$ cat src/rtl/uart_pkg.sv
// Shared types and constants for the oversampling UART receiver.
package uart_pkg;

    localparam int unsigned OS_RATE = 16;
    localparam int unsigned OS_W    = 4;

    typedef enum logic [1:0] {
        PAR_NONE     = 2'b00,
        PAR_EVEN     = 2'b01,
        PAR_ODD      = 2'b10,
        PAR_NONE_ALT = 2'b11
    } parity_mode_e;

    typedef enum logic [2:0] {
        ST_IDLE      = 3'd0,
        ST_START     = 3'd1,
        ST_DATA      = 3'd2,
        ST_PARITY    = 3'd3,
        ST_STOP      = 3'd4,
        ST_WAIT_HIGH = 3'd5
    } rx_state_e;

    // Majority vote of the three mid-bit samples.
    function automatic logic maj3(input logic a, input logic b, input logic c);
        return (a & b) | (a & c) | (b & c);
    endfunction

endpackage

$ cat src/rtl/uart_baud_tick.sv
// Free-running oversample tick: one-cycle pulse every clk_div_i+1 clocks.
module uart_baud_tick #(
    parameter int unsigned DIV_BITS = 16
) (
    input  logic                clk,
    input  logic                rst_n,
    input  logic [DIV_BITS-1:0] clk_div_i,
    output logic                tick_o
);

    logic [DIV_BITS-1:0] cnt_q, cnt_d;
    logic                tick_q, tick_d;

    // Counter wraps at or above the divisor so a lowered divisor never stalls.
    always_comb begin
        cnt_d  = cnt_q + DIV_BITS'(1);
        tick_d = 1'b0;
        if (cnt_q >= clk_div_i) begin
            cnt_d  = '0;
            tick_d = 1'b1;
        end
    end

    // Divider state.
    always_ff @(posedge clk or negedge rst_n) begin
        if (!rst_n) begin
            cnt_q  <= '0;
            tick_q <= 1'b0;
        end else begin
            cnt_q  <= cnt_d;
            tick_q <= tick_d;
        end
    end

    assign tick_o = tick_q;

endmodule

$ cat src/rtl/uart_rx_os.sv
// 16x oversampling UART receiver with majority-vote sampling and a small receive FIFO.
module uart_rx_os
    import uart_pkg::*;
#(
    parameter int unsigned DATA_WIDTH = 8,
    parameter int unsigned DIV_BITS   = 16,
    parameter int unsigned FIFO_DEPTH = 4
) (
    input  logic                  clk,
    input  logic                  rst_n,
    input  logic [DIV_BITS-1:0]   clk_div,
    input  logic [1:0]            parity_mode,
    input  logic                  stop_bits,
    input  logic                  rx_in,
    output logic [DATA_WIDTH-1:0] rx_data,
    output logic                  rx_valid,
    input  logic                  rx_ready,
    output logic                  parity_err,
    output logic                  frame_err,
    output logic                  overrun,
    output logic                  break_det,
    output logic                  busy
);

    localparam int unsigned BC_W   = $clog2(DATA_WIDTH);
    localparam int unsigned IDX_W  = $clog2(FIFO_DEPTH);
    localparam int unsigned PTR_W  = IDX_W + 1;
    localparam int unsigned WORD_W = DATA_WIDTH + 2;
    localparam logic [OS_W-1:0] OS_S7   = OS_W'(7);
    localparam logic [OS_W-1:0] OS_S8   = OS_W'(8);
    localparam logic [OS_W-1:0] OS_S9   = OS_W'(9);
    localparam logic [OS_W-1:0] OS_LAST = OS_W'(OS_RATE - 1);
    localparam logic [BC_W-1:0] BIT_LAST = BC_W'(DATA_WIDTH - 1);

    logic tick;
    logic sync1_q, rx_s_q;

    rx_state_e             state_q, state_d;
    logic [OS_W-1:0]       os_cnt_q, os_cnt_d;
    logic [BC_W-1:0]       bit_cnt_q, bit_cnt_d;
    logic                  stop_cnt_q, stop_cnt_d;
    logic [DATA_WIDTH-1:0] shift_q, shift_d;
    logic                  s7_q, s7_d, s8_q, s8_d;
    logic                  perr_q, perr_d, ferr_q, ferr_d, pbit_q, pbit_d;
    logic                  push_c, brk_c, maj_c, frame_bad_c;
    parity_mode_e          pmode_c;

    logic [WORD_W-1:0] mem_q [FIFO_DEPTH];
    logic [PTR_W-1:0]  wr_ptr_q, wr_ptr_d, rd_ptr_q, rd_ptr_d;
    logic              valid_q, valid_d, busy_q, busy_d;
    logic              ovr_q, ovr_d, brk_q;
    logic              full_c, pop_c, do_push_c;

    uart_baud_tick #(.DIV_BITS(DIV_BITS)) u_tick (
        .clk       (clk),
        .rst_n     (rst_n),
        .clk_div_i (clk_div),
        .tick_o    (tick)
    );

    // Two-flop synchroniser on the asynchronous serial line, idle high.
    always_ff @(posedge clk or negedge rst_n) begin
        if (!rst_n) begin
            sync1_q <= 1'b1;
            rx_s_q  <= 1'b1;
        end else begin
            sync1_q <= rx_in;
            rx_s_q  <= sync1_q;
        end
    end

    assign pmode_c     = parity_mode_e'(parity_mode);
    assign maj_c       = maj3(s7_q, s8_q, rx_s_q);
    assign frame_bad_c = ferr_q | ~maj_c;

    // Receiver next-state: advances only on oversample ticks, decisions at tick 9.
    always_comb begin
        state_d    = state_q;
        os_cnt_d   = os_cnt_q;
        bit_cnt_d  = bit_cnt_q;
        stop_cnt_d = stop_cnt_q;
        shift_d    = shift_q;
        s7_d       = s7_q;
        s8_d       = s8_q;
        perr_d     = perr_q;
        ferr_d     = ferr_q;
        pbit_d     = pbit_q;
        push_c     = 1'b0;
        brk_c      = 1'b0;
        if (tick) begin
            if (state_q != ST_IDLE && state_q != ST_WAIT_HIGH) begin
                os_cnt_d = os_cnt_q + OS_W'(1);
            end
            if (os_cnt_q == OS_S7) s7_d = rx_s_q;
            if (os_cnt_q == OS_S8) s8_d = rx_s_q;
            case (state_q)
                ST_IDLE: begin
                    if (!rx_s_q) begin
                        state_d  = ST_START;
                        os_cnt_d = '0;
                    end
                end
                ST_START: begin
                    if (os_cnt_q == OS_S9 && maj_c) begin
                        state_d  = ST_IDLE;
                        os_cnt_d = '0;
                    end else if (os_cnt_q == OS_LAST) begin
                        state_d   = ST_DATA;
                        bit_cnt_d = '0;
                        perr_d    = 1'b0;
                        ferr_d    = 1'b0;
                        pbit_d    = 1'b0;
                    end
                end
                ST_DATA: begin
                    if (os_cnt_q == OS_S9) begin
                        shift_d = {maj_c, shift_q[DATA_WIDTH-1:1]};
                    end else if (os_cnt_q == OS_LAST) begin
                        if (bit_cnt_q == BIT_LAST) begin
                            stop_cnt_d = 1'b0;
                            state_d    = (pmode_c == PAR_EVEN || pmode_c == PAR_ODD)
                                         ? ST_PARITY : ST_STOP;
                        end else begin
                            bit_cnt_d = bit_cnt_q + BC_W'(1);
                        end
                    end
                end
                ST_PARITY: begin
                    if (os_cnt_q == OS_S9) begin
                        pbit_d = maj_c;
                        perr_d = (^shift_q) ^ maj_c ^ (pmode_c == PAR_ODD);
                    end else if (os_cnt_q == OS_LAST) begin
                        state_d    = ST_STOP;
                        stop_cnt_d = 1'b0;
                    end
                end
                ST_STOP: begin
                    if (os_cnt_q == OS_S9) begin
                        ferr_d = frame_bad_c;
                        if (stop_cnt_q >= stop_bits) begin
                            os_cnt_d = '0;
                            if (frame_bad_c && shift_q == '0 && !pbit_q) begin
                                brk_c   = 1'b1;
                                state_d = ST_WAIT_HIGH;
                            end else begin
                                push_c  = 1'b1;
                                state_d = frame_bad_c ? ST_WAIT_HIGH : ST_IDLE;
                            end
                        end
                    end else if (os_cnt_q == OS_LAST) begin
                        stop_cnt_d = 1'b1;
                    end
                end
                ST_WAIT_HIGH: begin
                    if (rx_s_q) begin
                        state_d  = ST_IDLE;
                        os_cnt_d = '0;
                    end
                end
                default: begin
                    state_d  = ST_IDLE;
                    os_cnt_d = '0;
                end
            endcase
        end
    end

    // FIFO pointer update; simultaneous push and pop always both succeed.
    always_comb begin
        full_c    = (wr_ptr_q[PTR_W-1] != rd_ptr_q[PTR_W-1]) &&
                    (wr_ptr_q[PTR_W-2:0] == rd_ptr_q[PTR_W-2:0]);
        pop_c     = valid_q & rx_ready;
        do_push_c = push_c & (~full_c | pop_c);
        ovr_d     = push_c & full_c & ~pop_c;
        wr_ptr_d  = wr_ptr_q;
        rd_ptr_d  = rd_ptr_q;
        if (do_push_c) wr_ptr_d = wr_ptr_q + PTR_W'(1);
        if (pop_c)     rd_ptr_d = rd_ptr_q + PTR_W'(1);
        valid_d   = (wr_ptr_d != rd_ptr_d);
        busy_d    = (state_d != ST_IDLE);
    end

    // Receiver, FIFO and status registers.
    always_ff @(posedge clk or negedge rst_n) begin
        if (!rst_n) begin
            state_q    <= ST_IDLE;
            os_cnt_q   <= '0;
            bit_cnt_q  <= '0;
            stop_cnt_q <= 1'b0;
            shift_q    <= '0;
            s7_q       <= 1'b1;
            s8_q       <= 1'b1;
            perr_q     <= 1'b0;
            ferr_q     <= 1'b0;
            pbit_q     <= 1'b0;
            wr_ptr_q   <= '0;
            rd_ptr_q   <= '0;
            valid_q    <= 1'b0;
            busy_q     <= 1'b0;
            ovr_q      <= 1'b0;
            brk_q      <= 1'b0;
            for (int i = 0; i < int'(FIFO_DEPTH); i++) mem_q[i] <= '0;
        end else begin
            state_q    <= state_d;
            os_cnt_q   <= os_cnt_d;
            bit_cnt_q  <= bit_cnt_d;
            stop_cnt_q <= stop_cnt_d;
            shift_q    <= shift_d;
            s7_q       <= s7_d;
            s8_q       <= s8_d;
            perr_q     <= perr_d;
            ferr_q     <= ferr_d;
            pbit_q     <= pbit_d;
            wr_ptr_q   <= wr_ptr_d;
            rd_ptr_q   <= rd_ptr_d;
            valid_q    <= valid_d;
            busy_q     <= busy_d;
            ovr_q      <= ovr_d;
            brk_q      <= brk_c;
            if (do_push_c) mem_q[wr_ptr_q[IDX_W-1:0]] <= {shift_q, perr_q, ferr_d};
        end
    end

    assign rx_data    = mem_q[rd_ptr_q[IDX_W-1:0]][WORD_W-1:2];
    assign parity_err = mem_q[rd_ptr_q[IDX_W-1:0]][1];
    assign frame_err  = mem_q[rd_ptr_q[IDX_W-1:0]][0];
    assign rx_valid   = valid_q;
    assign busy       = busy_q;
    assign overrun    = ovr_q;
    assign break_det  = brk_q;

endmodule

$ cat config.mk
export PLATFORM = sky130hd
export DESIGN_NAME = uart_rx_os
export DESIGN_NICKNAME = d
export VERILOG_FILES = /design/src/rtl/uart_pkg.sv /design/src/rtl/uart_baud_tick.sv /design/src/rtl/uart_rx_os.sv
export SDC_FILE = /design/constraint.sdc
export NUM_CORES = 1
export LEC_CHECK = 0
export ABC_AREA = 1
export CAP_MARGIN = 20
export CORE_MARGIN = 2
export CORE_UTILIZATION = 64
export CTS_BUF_LIST = sky130_fd_sc_hd__clkbuf_4 sky130_fd_sc_hd__clkbuf_8 sky130_fd_sc_hd__clkbuf_16
export DETAILED_ROUTE_END_ITERATION = 8
export GPL_TIMING_DRIVEN = 0
export PLACE_DENSITY = 0.86
export SKIP_CTS_REPAIR_TIMING = 1
export SLEW_MARGIN = 40
export SYNTH_ARGS = -nofsm -noshare
export SYNTH_HDL_FRONTEND = slang
export SYNTH_SLANG_ARGS = --single-unit
$ cat constraint.sdc
create_clock -name clk -period 3.4 [get_ports clk]
set_input_delay 0.34 -clock clk [delete_from_list [all_inputs] [get_ports clk]]
set_output_delay 0.34 -clock clk [all_outputs]
set_load 0.03 [all_outputs]
== Word-level counts from Yosys, hierarchy flattened ==
Cells that the tools add are included.

* Bitwise gates (word level): 18
* Reductions and logical operators: 23
* Add/sub/neg operators: 5
* Multiply operators: 0
* Muxes and demuxes: 67
* Equal/unequal tests: 27
* Div/mod/pow operators: 0
* Shift operators: 0
* Magnitude comparators: 5

{| class="wikitable"
|+ Operators with widths
! cell !! count
|-
| two-way mux 3 bit || 22
|-
| bitwise mux 40 bit || 1
|-
| two-way mux 10 bit || 3
|-
| two-way mux 1 bit || 25
|-
| two-way mux 4 bit || 6
|-
| inequality test 2 bit, second input constant || 11
|-
| binary-select mux 10 bit (select 2 bit) || 1
|-
| demux 10 bit (select 2 bit) || 1
|-
| case mux 4 bit (5 select lines) || 1
|-
| case mux 3 bit (6 select lines) || 1
|-
| adder 16 x 1 -> 16 bit, second input constant || 1
|-
| greater-or-equal comparator 16 bit || 1
|-
| two-way mux 16 bit || 1
|-
| == test 4 bit, second input constant || 3
|-
| adder 3 x 1 -> 3 bit, second input constant || 3
|-
| == test 3 bit, second input constant || 3
|-
| AND reduction 9 bit || 1
|-
| nonzero test 3 bit || 3
|-
| zero test 8 bit || 1
|-
| XOR reduction 8 bit || 1
|-
| AND 1 bit || 7
|-
| AND reduction 7 bit || 1
|-
| == test 3 x 2 -> 1 bit, second input constant || 2
|-
| greater-or-equal comparator 3 bit, second input constant || 2
|-
| other kinds (27) || 43
|}

* Bits of input ports: 23
* Memories: 0
* ROM bits: 0
* Memory bits (writable): 0
* Register bits after elaboration: 93
* Bits in latches: 0
* Word-level logic and storage cells: 169

== Depth between registers and ports, before layout ==
Gate-level depths: netlist of the first run.

* Word-level depth: 15
* Depth in mapped cells: 11

== Cells and area by module ==
From an unflattened synthesis of the first run, not the netlist that was laid out.

* Cell total of the unflattened synthesis: 638
* Area total of the unflattened synthesis: 5198.7 sq um

{| class="wikitable"
|+ By module, submodules not included
! module !! cells an instance !! times used !! area an instance (sq um) !! seq. area each (sq um)
|-
| uart_rx_os || 470 || 1 || 3920.0 || 1906.8
|-
| uart_baud_tick || 168 || 1 || 1278.7 || 425.4
|}

== Worst setup path before layout of the first run ==
OpenSTA, ideal clock, no wires.

* Path type: reg-to-output
* From: register rd_ptr_q[0]
* To: output frame_err
* Slack: 1.515 ns
* Buffers on the path: 2
* Data required time: 3.060 ns
* Data arrival time: 1.545 ns
* Stages on the path, launching flop included: 5
* Cell sequence: dfrtp_1 > clkbuf_1 > clkbuf_1 > a21oi_1 > a21oi_1

* Longest elaborated chain between the ends: 4

{| class="wikitable"
|+ Ends and longest elaborated chain
! element !! RTL line !! text
|-
| from (decl) || uart_rx_os.sv:49 || <nowiki>logic [PTR_W-1:0] wr_ptr_q, wr_ptr_d, rd_ptr_q, rd_ptr_d;</nowiki>
|-
| from (signal assigned) || uart_rx_os.sv:215 || <nowiki>rd_ptr_q <= rd_ptr_d;</nowiki>
|-
| inverter 2 -> 3 bit (not written as such) || uart_rx_os.sv:226 || <nowiki>assign frame_err = mem_q[rd_ptr_q[IDX_W-1:0]][0];</nowiki>
|-
| binary-select mux 10 bit (select 2 bit) || uart_rx_os.sv:226 ||
|-
| two-way mux 10 bit (not written as such) (2 in series) || uart_rx_os.sv:226 ||
|-
| to (decl) || uart_rx_os.sv:19 || <nowiki>output logic frame_err,</nowiki>
|}

Every way passes these cells. The select of a mux whose other input is x is not followed.

== Final worst setup path of the first run ==
Ends and elaborated chain as after synthesis.

==> results.toml, run 1 <==
[timing]
fin_crit_sh = 0.9016
tightest_slew_ns = 0.5277
skew_ns = 0.01193
whs_ns = 0.3621
clock.fmax_mhz = 326.2
drv_slew = 0
setup_ws_ns = 0.3346
period_minus_slack_ns = 3.065
maxSlewHeadroom = 0.6427
setup_violations = 0
hold_violations = 0
grt_setup_unrepaired = "no"

[drt]
initialDrtViolationCount = 169
ant_nets = 0
vias_per_cell = 5.570
drt-total-wl_mm = 11.39
drc = 0
first_pass_iters = 5
vias = 4322
post_drt_wl_per_cell_um = 14.68

[pwr]
power_switching_mw = 1.110
clkPwrFrac = 0.245
p_leak_nw = 2.845
switching_share = 0.3669
seq_power_share = 0.418
p_int_mw = 1.914
ir_drop_mv = 0.2941
p_comb_frac = 0.338
powerDensity_nw_per_um2 = 513.2

[floorplan]
die_area_um2 = 8831
fp.dieH_um = 93.98
start_util = 0.6670
rows = 32
die_w_um = 93.98
ios = 37
coreArea_um2 = 7767

[cells_and_area]
nNetsFinal = 725
diodes = 0
stdcell_area_um2 = 5892
layout-drive-gt1-share = 0.08605
final_common_cell = "nand2_1"
area_growth_syn_to_layout_pct = 13.72
final_cell_mix = "nand2_1, dfrtp_1, inv_1, nor2_1, o21ai_0"
final_cells = 776

[cts]
htreeDepth = 3
cts.sinks = 93
clk_latency_ns = 0.36
cts_root_buf = "clkbuf_8"
tritoncts = "yes"
clk_path_buf_depth = 2
clkSlewWorstSetupHoldPaths_ns = 0.10
numCtsBuffers = 9

[worst_setup_path]
cp_data_required_time_ns = 3.06
worst_path_max_delay_cell = "clkdlybuf4s50_1"
crit_path_end_kind = "output pin"
worstPathMaxFanout = 10
crit_type = "reg -> out"
cp-start-kind = "flip-flop"
critical-path-max-stage-delay_ns = 0.69
cp_top_family = "buffers and inverters"
critPathArrivalTime_ns = 2.73
critPathBufInv = 3
crit_path_cell_trace = "clkbuf_1 > clkbuf_1 > a21oi_1 > a21oi_1 > clkdlybuf4s50_1"

[synth]
synth.cell_area_um2 = 5181
synth_seq_cells = 93
ys_types = 36
synth_area_per_cell_um2 = 8.343
syn_nets = 676
yosys_warnings = 0
seq_area_frac_synth = 0.4501
synthCells = 621

[placed_design]
gp_congestion = 0.8477
dp.cells = 760
dpl_cell_area_um2 = 5690
port_buffers = 36
pre_cts_ws_ns = 0.7410
hpwlAfterDp_mm = 8.379

[min_path]
hp-class = "reg -> reg"

[global_routing]
grt_pass1_vias = 4383
grt_max_degree = 58
grt.overflow.total = 0
grt_pass1_wl_mm = 19.48
antenna_found_initial = 0
grt_usage = 0.2792

[status]
status = "complete, no violations"

[job]
maxCapViolations = 0
-- power groups by stage --
stage               registers, mW  clock network [mW]  logic, mW
finish                       1.26               0.740       1.02
global route                 1.27               0.801       1.13
CTS                          1.26               0.745       1.02
detailed placement           1.28                   0       1.02
global placement             1.28                   0      0.977
floorplan                    1.27                   0      0.657
-- routing by layer --
| layer | global-route usage | part of all wire |
|---|---|---|
| met1 | 0.3392 | 0.43 |
| met2 | 0.5036 | 0.51 |
| met3 | 0.04173 | 0.039 |
| met4 | 0.09783 | 0.016 |
| met5 | 0 | 0 |
-- cell type report --
| type | instances | area (um2) |
|---|---|---|
| buffer | 14 | 91.34 |
| clock buffer | 10 | 131.4 |
| clock inverter | 5 | 60.06 |
| fill | 565 | 1876 |
| inverter | 77 | 296.5 |
| multi-input combinational | 437 | 2461 |
| sequential | 93 | 2332 |
| tap | 102 | 127.6 |
| timing repair buffer | 38 | 391.6 |
-- path summary, 6_finish.rpt --
check                      slack, ns             start  depth (start not counted)               end
setup / recovery                0.33       rd_ptr_q[0]                          5         frame_err
hold / removal                  0.36           sync1_q                          0            rx_s_q
setup reg to reg                1.34  u_tick.cnt_q[15]                          9  u_tick.cnt_q[14]
hold reg to reg                 0.36           sync1_q                          0            rx_s_q
max in group asynchronous       2.30             rst_n                          3      bit_cnt_q[0]
min in group asynchronous       0.51             rst_n                          2         mem_q[38]
-- sequential cells by signal, indices dropped and copies added (netlist names), 3 cells and up --
| register | cells |
|---|---|
| mem_q | 40 |
| u_tick.cnt_q | 16 |
| shift_q | 8 |
| os_cnt_q | 4 |
| bit_cnt_q | 3 |
| rd_ptr_q | 3 |
| state_q | 3 |
| wr_ptr_q | 3 |
-- kinds of logic after synthesis --
kind of cell             count (synthesis)  synth area share
AND/OR/NAND/NOR                        267            0.2313
AO/OA/AOI/OAI                          113            0.1236
flip-flops                              93            0.4501
buffers and inverters                   91           0.07486
adder cells (fa/ha/maj)                 32           0.07728
XOR/XNOR                                24           0.04057
multiplexers                             1          0.002173
-- synth_stat cells (all sizes together) --
cell type  number  area, um2
nand2         147      608.1
dfrtp          89       2227
o21ai          80      445.4
inv            77      296.5
nor2           64      267.8
nand3          36      197.7
ha             32      400.4
a21oi          17      88.84
xor2           14      122.6
o22ai          12      75.07
nand4          11      75.07
xnor2          10      87.58
buf             8      68.81
clkbuf          6      22.52
nor3            6      30.03
dfstp           4      105.1
nor4            2      12.51
o211ai          2      15.01
a21boi          1      7.510
mux2            1      11.26
nand3b          1      7.510
o311ai          1      8.760
-- metrics by stage --
step	setup TNS (ns)	total power, mW	util
3_3_place_gp	-115.07	2.254	0.7299
5_1_grt	0	3.205	0.7585
6_report	0	3.024	0.7585
4_1_cts	0	3.026	0.7572
2_1_floorplan	0	1.923	-
3_5_place_dp	0	2.300	0.7326
No activity file was read; power rests on OpenSTA's default activity.
==> run 2, diff against run 1 <==
--- a/config.mk
+++ b/config.mk
@@ -13,7 +13,6 @@
 export DETAILED_ROUTE_END_ITERATION = 8
 export GPL_TIMING_DRIVEN = 0
 export PLACE_DENSITY = 0.86
-export SKIP_CTS_REPAIR_TIMING = 1
 export SLEW_MARGIN = 40
 export SYNTH_ARGS = -nofsm -noshare
 export SYNTH_HDL_FRONTEND = slang
==> results of run 2 <==
The final DEF is identical to that of run 1; final timing and power are the same.
==> run 3, diff against run 2 <==
--- a/config.mk
+++ b/config.mk
@@ -9,7 +9,6 @@
 export CAP_MARGIN = 20
 export CORE_MARGIN = 2
 export CORE_UTILIZATION = 64
-export CTS_BUF_LIST = sky130_fd_sc_hd__clkbuf_4 sky130_fd_sc_hd__clkbuf_8 sky130_fd_sc_hd__clkbuf_16
 export DETAILED_ROUTE_END_ITERATION = 8
 export GPL_TIMING_DRIVEN = 0
 export PLACE_DENSITY = 0.86
==> run 3 against run 2 <==
  * Count of clock-buffer cells in the layout unchanged
  * Total power about the same
  * Global-route usage up 0.086 points
  * Sequential power about the same
  * First-iteration DRC count up 1.8%
  * Sequential cell count unchanged
  * Clock skew up 0.0011 ns
  * Utilization about the same
  * Via count about the same
  * Maximum frequency down 0.94%
  * Critical path depth unchanged
==> results.toml, run 3 (synthesis gave the netlist of run 1 again) <==
[worst_setup_path]
crit_path_end_kind = "output pin"
cp_data_required_time_ns = 3.06
worstRegToRegCells = 9
critPathArrivalTime_ns = 2.75
rr_endpoint = "u_tick.cnt_q[14]"
worstPathMaxFanout = 10
crit_type = "reg -> out"
regToRegSetupSlack_ns = 1.33
timing.rr.start = "u_tick.cnt_q[15]"
cp-start-kind = "flip-flop"

[status]
status = "complete, no violations"

[cts]
numCtsBuffers = 9
cts.sinks = 93
clk_latency_ns = 0.36
htreeDepth = 3
postCtsSetupRepairBufs = 0
clkSlewWorstSetupHoldPaths_ns = 0.10
cts_root_buf = "clkbuf_8"
clk_path_buf_depth = 2
tritoncts = "yes"

[placed_design]
dp.cells = 760
hpwlAfterDp_mm = 8.379
port_buffers = 36
gp_congestion = 0.8477
pre_cts_ws_ns = 0.7410

[global_routing]
antenna_found_initial = 0
grt_max_degree = 58
grt_pass1_vias = 4375
grt_usage = 0.2800
grt_pass1_wl_mm = 19.51
grt.overflow.total = 0

[pwr]
p_int_mw = 1.906
clkPwrFrac = 0.243
power_switching_mw = 1.117
seq_power_share = 0.418
ir_drop_mv = 0.2943
p_comb_frac = 0.339
p_leak_nw = 2.842
powerDensity_nw_per_um2 = 513.4
switching_share = 0.3694

[cells_and_area]
nNetsFinal = 725
top_register = "mem_q"
layout-drive-gt1-share = 0.08457
diodes = 0
final_common_cell = "nand2_1"
final_cell_mix = "nand2_1, dfrtp_1, inv_1, nor2_1, o21ai_0"
reg_top3 = "mem_q x40, u_tick.cnt_q x16, shift_q x8"
area_growth_syn_to_layout_pct = 13.64
final_cells = 776
largest_reg_flops = 40
fin_util = 0.7581

[drt]
vias = 4324
ant_nets = 0
post_drt_wl_per_cell_um = 14.85
first_pass_iters = 4
drc = 0
vias_per_cell = 5.572
drt-total-wl_mm = 11.52
initialDrtViolationCount = 172

[timing]
setup_violations = 0
period_minus_slack_ns = 3.094
hold_violations = 0
clock.fmax_mhz = 323.2
grt_setup_unrepaired = "no"
tightest_slew_ns = 0.5773
drv_slew = 0
setup_tns_ns = 0
skew_ns = 0.01304
maxSlewHeadroom = 0.6091
fin_crit_sh = 0.9101
setup_ws_ns = 0.3056

[floorplan]
coreArea_um2 = 7767
die_w_um = 93.98
rows = 32
fp.dieH_um = 93.98
ios = 37
start_util = 0.6670
die_area_um2 = 8831

[min_path]
hp-start = "sync1_q"
worstHoldEndpoint = "rx_s_q"
worst_hold_path.num_cells = 0
hp-class = "reg -> reg"

[job]
maxCapViolations = 0
-- run 3: power by group through the flow --
stage	Clock (mW)	Combinational [mW]	Sequential, mW
after global placement	0	0.977	1.28
after global routing	0.792	1.13	1.27
after detailed placement	0	1.02	1.28
after CTS	0.736	1.02	1.26
final	0.735	1.02	1.26
after floorplan	0	0.657	1.27
-- run 3: worst max-delay path by stage --
| stage | startpoint | to | slack (ns) | depth (start not counted) |
|---|---|---|---|---|
| after floorplan | rd_ptr_q[0] | frame_err | 1.52 | 4 |
| after global placement | rst_n | busy | -1.29 | 1 |
| after global routing | rd_ptr_q[0] | frame_err | 0.16 | 5 |
| after CTS | rd_ptr_q[0] | frame_err | 0.36 | 5 |
| final | rd_ptr_q[0] | frame_err | 0.31 | 5 |
| after detailed placement | rd_ptr_q[0] | rx_data[7] | 0.74 | 5 |
-- run 3: layout make-up --
type	count	area, um2
Inverter	77	296.5
Multi-Input combinational cell	437	2461
Tap cell	102	127.6
Clock inverter	5	60.06
Timing Repair Buffer	38	391.6
Buffer	14	91.34
Fill cell	565	1879
Sequential cell	93	2332
Clock buffer	10	127.6
-- run 3: worst max-delay path, stage by stage, from the launching register on --
cell	delay (ns)
dfrtp_1	0.47
clkbuf_1	0.42
clkbuf_1	0.47
a21oi_1	0.13
a21oi_1	0.20
clkdlybuf4s50_1	0.70
-- run 3: metrics by stage --
| step | instance area [um2] | hold WS [ns] | total power [mW] |
|---|---|---|---|
| after floorplan | 5181 | 0.04441 | 1.923 |
| after global placement | 5669 | 0.3454 | 2.254 |
| after detailed placement | 5690 | 0.3423 | 2.300 |
| after CTS | 5888 | 0.3619 | 3.020 |
| after global routing | 5888 | 0.3676 | 3.198 |
| final | 5888 | 0.3620 | 3.023 |
-- run 3: metal layers --
layer	part of all wire	GRT usage	vias to the layer above	wire [um]
met1	0.43	0.3445	2052	4989
met2	0.51	0.5006	125	5878
met5	0	0	-	0
li1	-	-	2125	-
met3	0.041	0.04013	22	470
met4	0.016	0.1002	0	182
-- run 3: timing repair --
| item | 4_1_cts | 5_1_grt |
|---|---|---|
| endpoints found under the hold margin | 52 | 0 |
| gates resized for setup | 0 | 0 |
| hold buffers | 1 | 0 |
